## config.mk

```make
export PLATFORM = sky130hd
export DESIGN_NAME = regfile_mp_sb
export DESIGN_NICKNAME = d
export VERILOG_FILES = /design/src/rtl/riscat_rf_pkg.sv /design/src/rtl/regfile_scoreboard.sv /design/src/rtl/regfile_mp_sb.sv
export SDC_FILE = /design/constraint.sdc
export NUM_CORES = 2
export LEC_CHECK = 0
export ABC_AREA = 0
export BUFFER_PORTS_ARGS = -buffer_cell sky130_fd_sc_hd__buf_2
export CAP_MARGIN = 20
export CELL_PAD_IN_SITES_DETAIL_PLACEMENT = 1
export CELL_PAD_IN_SITES_GLOBAL_PLACEMENT = 2
export CORE_MARGIN = 2
export CORE_UTILIZATION = 45
export CTS_CLUSTER_DIAMETER = 120
export DETAILED_ROUTE_END_ITERATION = 16
export PLACE_DENSITY = 0.74
export SETUP_SLACK_MARGIN = 0.5
export SYNTH_ARGS = -nofsm -noshare
export SYNTH_HDL_FRONTEND = slang
export SYNTH_SLANG_ARGS = --single-unit
```

## constraint.sdc

```tcl
create_clock -name clk -period 6.5 [get_ports clk]
set_clock_uncertainty 0.15 [all_clocks]
set_input_delay 1.3 -clock clk [delete_from_list [all_inputs] [get_ports clk]]
set_output_delay 1.3 -clock clk [all_outputs]
set_load 0.02 [all_outputs]
```

## src/rtl/riscat_rf_pkg.sv

```systemverilog
// Shared types and default sizes for the RISCAT integer register file.
// Imported by the register file top and its scoreboard.
package riscat_rf_pkg;

  localparam int XLEN_DEF  = 32;
  localparam int NREGS_DEF = 32;
  localparam int AW_DEF    = $clog2(NREGS_DEF);

  typedef logic [AW_DEF-1:0]   reg_addr_t;
  typedef logic [XLEN_DEF-1:0] xword_t;

endpackage

```

## src/rtl/regfile_scoreboard.sv

```systemverilog
// Pending-write scoreboard: one busy flop per register.
// A set beats both flush and writeback clear; r0 never goes busy.
module regfile_scoreboard
  import riscat_rf_pkg::*;
#(
  parameter int NREGS  = NREGS_DEF,
  parameter int NUM_RD = 2,
  localparam int AW    = $clog2(NREGS)
) (
  input  logic                 clk,
  input  logic                 reset_n,
  input  logic                 sb_set_en,
  input  logic [AW-1:0]        sb_set_addr,
  input  logic                 sb_flush,
  input  logic                 wr_en,
  input  logic [AW-1:0]        wr_addr,
  input  logic [NUM_RD*AW-1:0] lk_addr,
  output logic [NUM_RD-1:0]    lk_busy
);

  logic [NREGS-1:0] busy;
  logic [NREGS-1:0] busy_nxt;

  always_comb begin
    busy_nxt = busy;
    if (sb_flush)
      busy_nxt = '0;
    else if (wr_en)
      busy_nxt[wr_addr] = 1'b0;
    if (sb_set_en)
      busy_nxt[sb_set_addr] = 1'b1;
    busy_nxt[0] = 1'b0;
  end

  always_ff @(posedge clk or negedge reset_n) begin
    if (!reset_n)
      busy <= '0;
    else
      busy <= busy_nxt;
  end

  for (genvar p = 0; p < NUM_RD; p++) begin : g_lk
    assign lk_busy[p] = busy[lk_addr[p*AW +: AW]];
  end

endmodule

```

## src/rtl/regfile_mp_sb.sv

```systemverilog
// Multi-read-port register file with one write port, write-first
// bypass and a pending-write scoreboard for decode hazard checks.
module regfile_mp_sb
  import riscat_rf_pkg::*;
#(
  parameter int XLEN     = XLEN_DEF,
  parameter int NREGS    = NREGS_DEF,
  parameter int NUM_RD   = 2,
  parameter int READ_LAT = 0,
  localparam int AW      = $clog2(NREGS)
) (
  input  logic                   clk,
  input  logic                   reset_n,
  input  logic [NUM_RD-1:0]      rd_en,
  input  logic [NUM_RD*AW-1:0]   rd_addr,
  output logic [NUM_RD*XLEN-1:0] rd_data,
  output logic [NUM_RD-1:0]      rd_busy,
  input  logic                   wr_en,
  input  logic [AW-1:0]          wr_addr,
  input  logic [XLEN-1:0]        wr_data,
  input  logic                   sb_set_en,
  input  logic [AW-1:0]          sb_set_addr,
  input  logic                   sb_flush
);

  logic [XLEN-1:0]   regs [1:NREGS-1];
  logic [NUM_RD-1:0] sb_busy;

  always_ff @(posedge clk or negedge reset_n) begin
    if (!reset_n) begin
      for (int i = 1; i < NREGS; i++)
        regs[i] <= '0;
    end else if (wr_en && (wr_addr != '0)) begin
      regs[wr_addr] <= wr_data;
    end
  end

  regfile_scoreboard #(
    .NREGS  (NREGS),
    .NUM_RD (NUM_RD)
  ) u_sb (
    .clk         (clk),
    .reset_n     (reset_n),
    .sb_set_en   (sb_set_en),
    .sb_set_addr (sb_set_addr),
    .sb_flush    (sb_flush),
    .wr_en       (wr_en),
    .wr_addr     (wr_addr),
    .lk_addr     (rd_addr),
    .lk_busy     (sb_busy)
  );

  for (genvar p = 0; p < NUM_RD; p++) begin : g_rd
    logic [AW-1:0]   a;
    logic            hit;
    logic            set_hit;
    logic [XLEN-1:0] d_c;
    logic            b_c;

    assign a       = rd_addr[p*AW +: AW];
    assign hit     = wr_en && (wr_addr == a);
    assign set_hit = sb_set_en && (sb_set_addr == a);

    // A same-cycle writeback retires the hazard unless it is re-issued.
    always_comb begin
      d_c = '0;
      b_c = 1'b0;
      if (rd_en[p] && (a != '0)) begin
        d_c = hit ? wr_data : regs[a];
        b_c = hit ? set_hit : sb_busy[p];
      end
    end

    if (READ_LAT == 0) begin : g_comb
      assign rd_data[p*XLEN +: XLEN] = d_c;
      assign rd_busy[p]              = b_c;
    end else begin : g_reg
      logic [XLEN-1:0] d_q;
      logic            b_q;

      always_ff @(posedge clk or negedge reset_n) begin
        if (!reset_n) begin
          d_q <= '0;
          b_q <= 1'b0;
        end else begin
          d_q <= d_c;
          b_q <= b_c;
        end
      end

      assign rd_data[p*XLEN +: XLEN] = d_q;
      assign rd_busy[p]              = b_q;
    end
  end

endmodule

```

==> impl_metrics.json <==
{
  "r2r-start": "regs[954]$_DFFE_PN0P_",
  "ctsHoldBuffers": 0,
  "min_to": "regs[228]$_DFFE_PN0P_",
  "grt_pass1_vias": 39070,
  "core_area_um2": 124000,
  "fmax_mhz": 177,
  "vias": 37392,
  "pre_cts_ws_ns": 0.819,
  "postLayoutCoreUtil_pct": 50.6,
  "cap_viol_max_count": 0,
  "rsz0062_at_grt": "no",
  "drtIter0Drc": 3208,
  "wire_per_inst_um": 35.1,
  "track_usage_pct": 31.2,
  "path_clk_slew_ns": 0.06,
  "ant_nets": 0,
  "yosysSeqAreaShare_pct": 45.7,
  "area_growth_syn_to_layout_pct": 11.7,
  "finalSetupViolCount": 0,
  "synth_fp_nets": 3961,
  "synth_top_cells_by_count": "mux2_2 (1034), dfrtp_1 (1023), mux4_2 (425)",
  "start_kind": "input pin",
  "cp.required_ns": 5.05,
  "grt_pass1_wl_mm": 287,
  "worstSkewPairLatency_ns": 0.75,
  "layout_setup_ws_ns": 0.837,
  "io_pins": 125,
  "antenna_found_initial": 3,
  "syn_area_um2": 56100,
  "via_per_inst": 6.65,
  "setup_tns_ns": 0,
  "die_height_um": 357,
  "cts_resized": 0,
  "post-route-period-util_pct": 87.1,
  "critPathKind": "input pin to output pin",
  "synth_top_area_cell": "dfrtp_1",
  "peakVddDrop_mv": 0.267,
  "power_density_nw_per_um2": 312,
  "initial_core_util_pct": 45.4,
  "relSlewSlack_pct": 20.8,
  "grt_max_degree": 135,
  "synth_most_common_cell": "mux2_2",
  "synth.distinct_cells": 60,
  "synth_top_area_share_pct": 45.7,
  "hold_viol": 0,
  "layout.cells.non_filler": 5620,
  "r2r-end": "regs[954]$_DFFE_PN0P_",
  "reg2reg_slack_ns": 5.52,
  "finalWeightedCongestion": 0.829,
  "async_flop_share_pct": 100,
  "dp_hpwl_mm": 120,
  "die_area_um2": 127000,
  "min_path_type": "flip-flop to flip-flop",
  "numCtsBuffers": 118,
  "cp-end-kind": "output pin",
  "crit_arrival_ns": 4.21,
  "p_leak_nw": 27.0,
  "drive_gt1_share_pct": 49.6,
  "period_minus_slack_ns": 5.66,
  "dieWidth_um": 357,
  "holdPathStages": 1,
  "r2r_cells": 1,
  "drtPass1Iterations": 5,
  "post_cts_buffers": 0,
  "synth_ff_type": "dfrtp_1",
  "rows": 129,
  "nFillCells": 11929,
  "io_buffers": 124,
  "ys_seq_elements": 1023,
  "synth_area_leaders": "dfrtp_1 (46%), mux2_2 (21%), mux4_2 (17%)",
  "cts.path.max_buffers": 3,
  "root_buffer": "clkbuf_16",
  "grt_overflow": 0,
  "drc_errors": 0,
  "ctsHtreeMaxLevel": 3,
  "cts_tree": "built",
  "clkSinkCount": 1023,
  "syn_avg_cell_area_um2": 14.4,
  "path_max_fanout": 55,
  "numPlacedInstances": 5391,
  "min_from": "regs[228]$_DFFE_PN0P_",
  "layout.nets": 3934,
  "worst_slew_pin_slew_ns": 1.18,
  "wl_mm": 197,
  "yosys_warnings": 0,
  "synth_cells": 3902,
  "synth_edf_count": 0,
  "outcome": "complete, no violations",
  "drv_slew": 0
}
-- logic make-up (layout without fill, tap and decap cells) --
group	count (synthesis)	count (layout)	synth area share, %
multiplexers	1676	1676	42.0
flip-flops	1023	1023	45.7
buffers and inverters	435	512	3.78
AND/OR/NAND/NOR	380	380	3.38
AO/OA/AOI/OAI	368	368	4.87
XOR/XNOR	20	20	0.312
other	0	4	0
-- through the flow --
stage	total power, mW	cell area [um^2]	hold slack (ns)
after floorplan	11.2	56100	0.318
after global placement	12.3	58400	0.332
after detailed placement	12.5	58500	0.347
after CTS	19.7	62600	0.360
after global routing	20.4	62600	0.372
final	19.6	62600	0.354
-- worst max path at each step --
stage / endpoint / cells past startpoint / slack [ns] / from
2_1_floorplan: rd_data[30] / 9 / 1.79 / rd_addr[0]
3_3_place_gp: rd_busy[0] / 8 / 0.86 / rd_addr[0]
3_5_place_dp: rd_busy[0] / 8 / 0.82 / rd_addr[0]
4_1_cts: rd_busy[0] / 8 / 0.81 / rd_addr[0]
5_1_grt: rd_busy[0] / 8 / 0.72 / rd_addr[0]
6_report: rd_busy[0] / 8 / 0.84 / rd_addr[0]
-- critical path, stage by stage --
cell       delay, ns
buf_8           0.45
buf_4           0.40
mux4_2          0.27
mux2_2          0.13
nand2_1         0.09
a2111oi_0       1.02
a41o_1          0.22
buf_2           0.18
-- report_power, final --
group          internal, mW  switching, mW  total, mW
registers              7.59          0.922       8.51
logic                  2.28           1.66       3.94
clock network          4.27           2.84       7.11
total                  14.1           5.42       19.6
-- sequential cells by signal (all words and copies together), names as in the netlist --
signal and count:
regs 992, u_sb.busy 31
-- cells in the final DEF (no fill, tap or decap), drive strengths merged, types with 4 or more instances in the layout --
cell     count
nor3        30
o22ai       46
a221o        5
a21oi       32
clkbuf     181
a32oi       11
o221ai      12
a2111oi      9
nand2b      22
mux2      1120
a22o        32
o32ai       18
dfrtp     1023
nor2b       44
bufinv      13
diode        4
xnor2       10
inv         19
nor2        73
xor2        10
and2         6
a221oi      52
nand2      122
or2          4
mux4       429
nand3b      31
o211ai      18
a22oi       23
a211oi      47
mux2i      127
nand3       24
and3b        4
o41ai        7
nor3b        4
o31ai       10
buf        270
and3         5
nand4        4
o21ai       39
clkinv      27
-- cell type report --
cell class | instances | area, um^2 | share of cell area (%)
Multi-Input combinational cell | 2444 | 28600 | 45.7
Clock inverter | 44 | 577 | 0.921
Sequential cell | 1023 | 25600 | 40.9
Tap cell | 1637 | 2050 | 3.27
Antenna cell | 4 | 10.0 | 0.0160
Timing Repair Buffer | 271 | 2170 | 3.46
Clock buffer | 180 | 3560 | 5.68
Inverter | 17 | 65.1 | 0.104
-- per-layer routing --
metal | vias up | track usage [%] | wire, um
met5 | - | 0 | 13
met2 | 1345 | 49.9 | 93600
met1 | 20667 | 43.3 | 84600
li1 | 14998 | - | -
met3 | 380 | 5.08 | 11700
met4 | 2 | 10.5 | 7370
(Power assumes the default switching activity.)
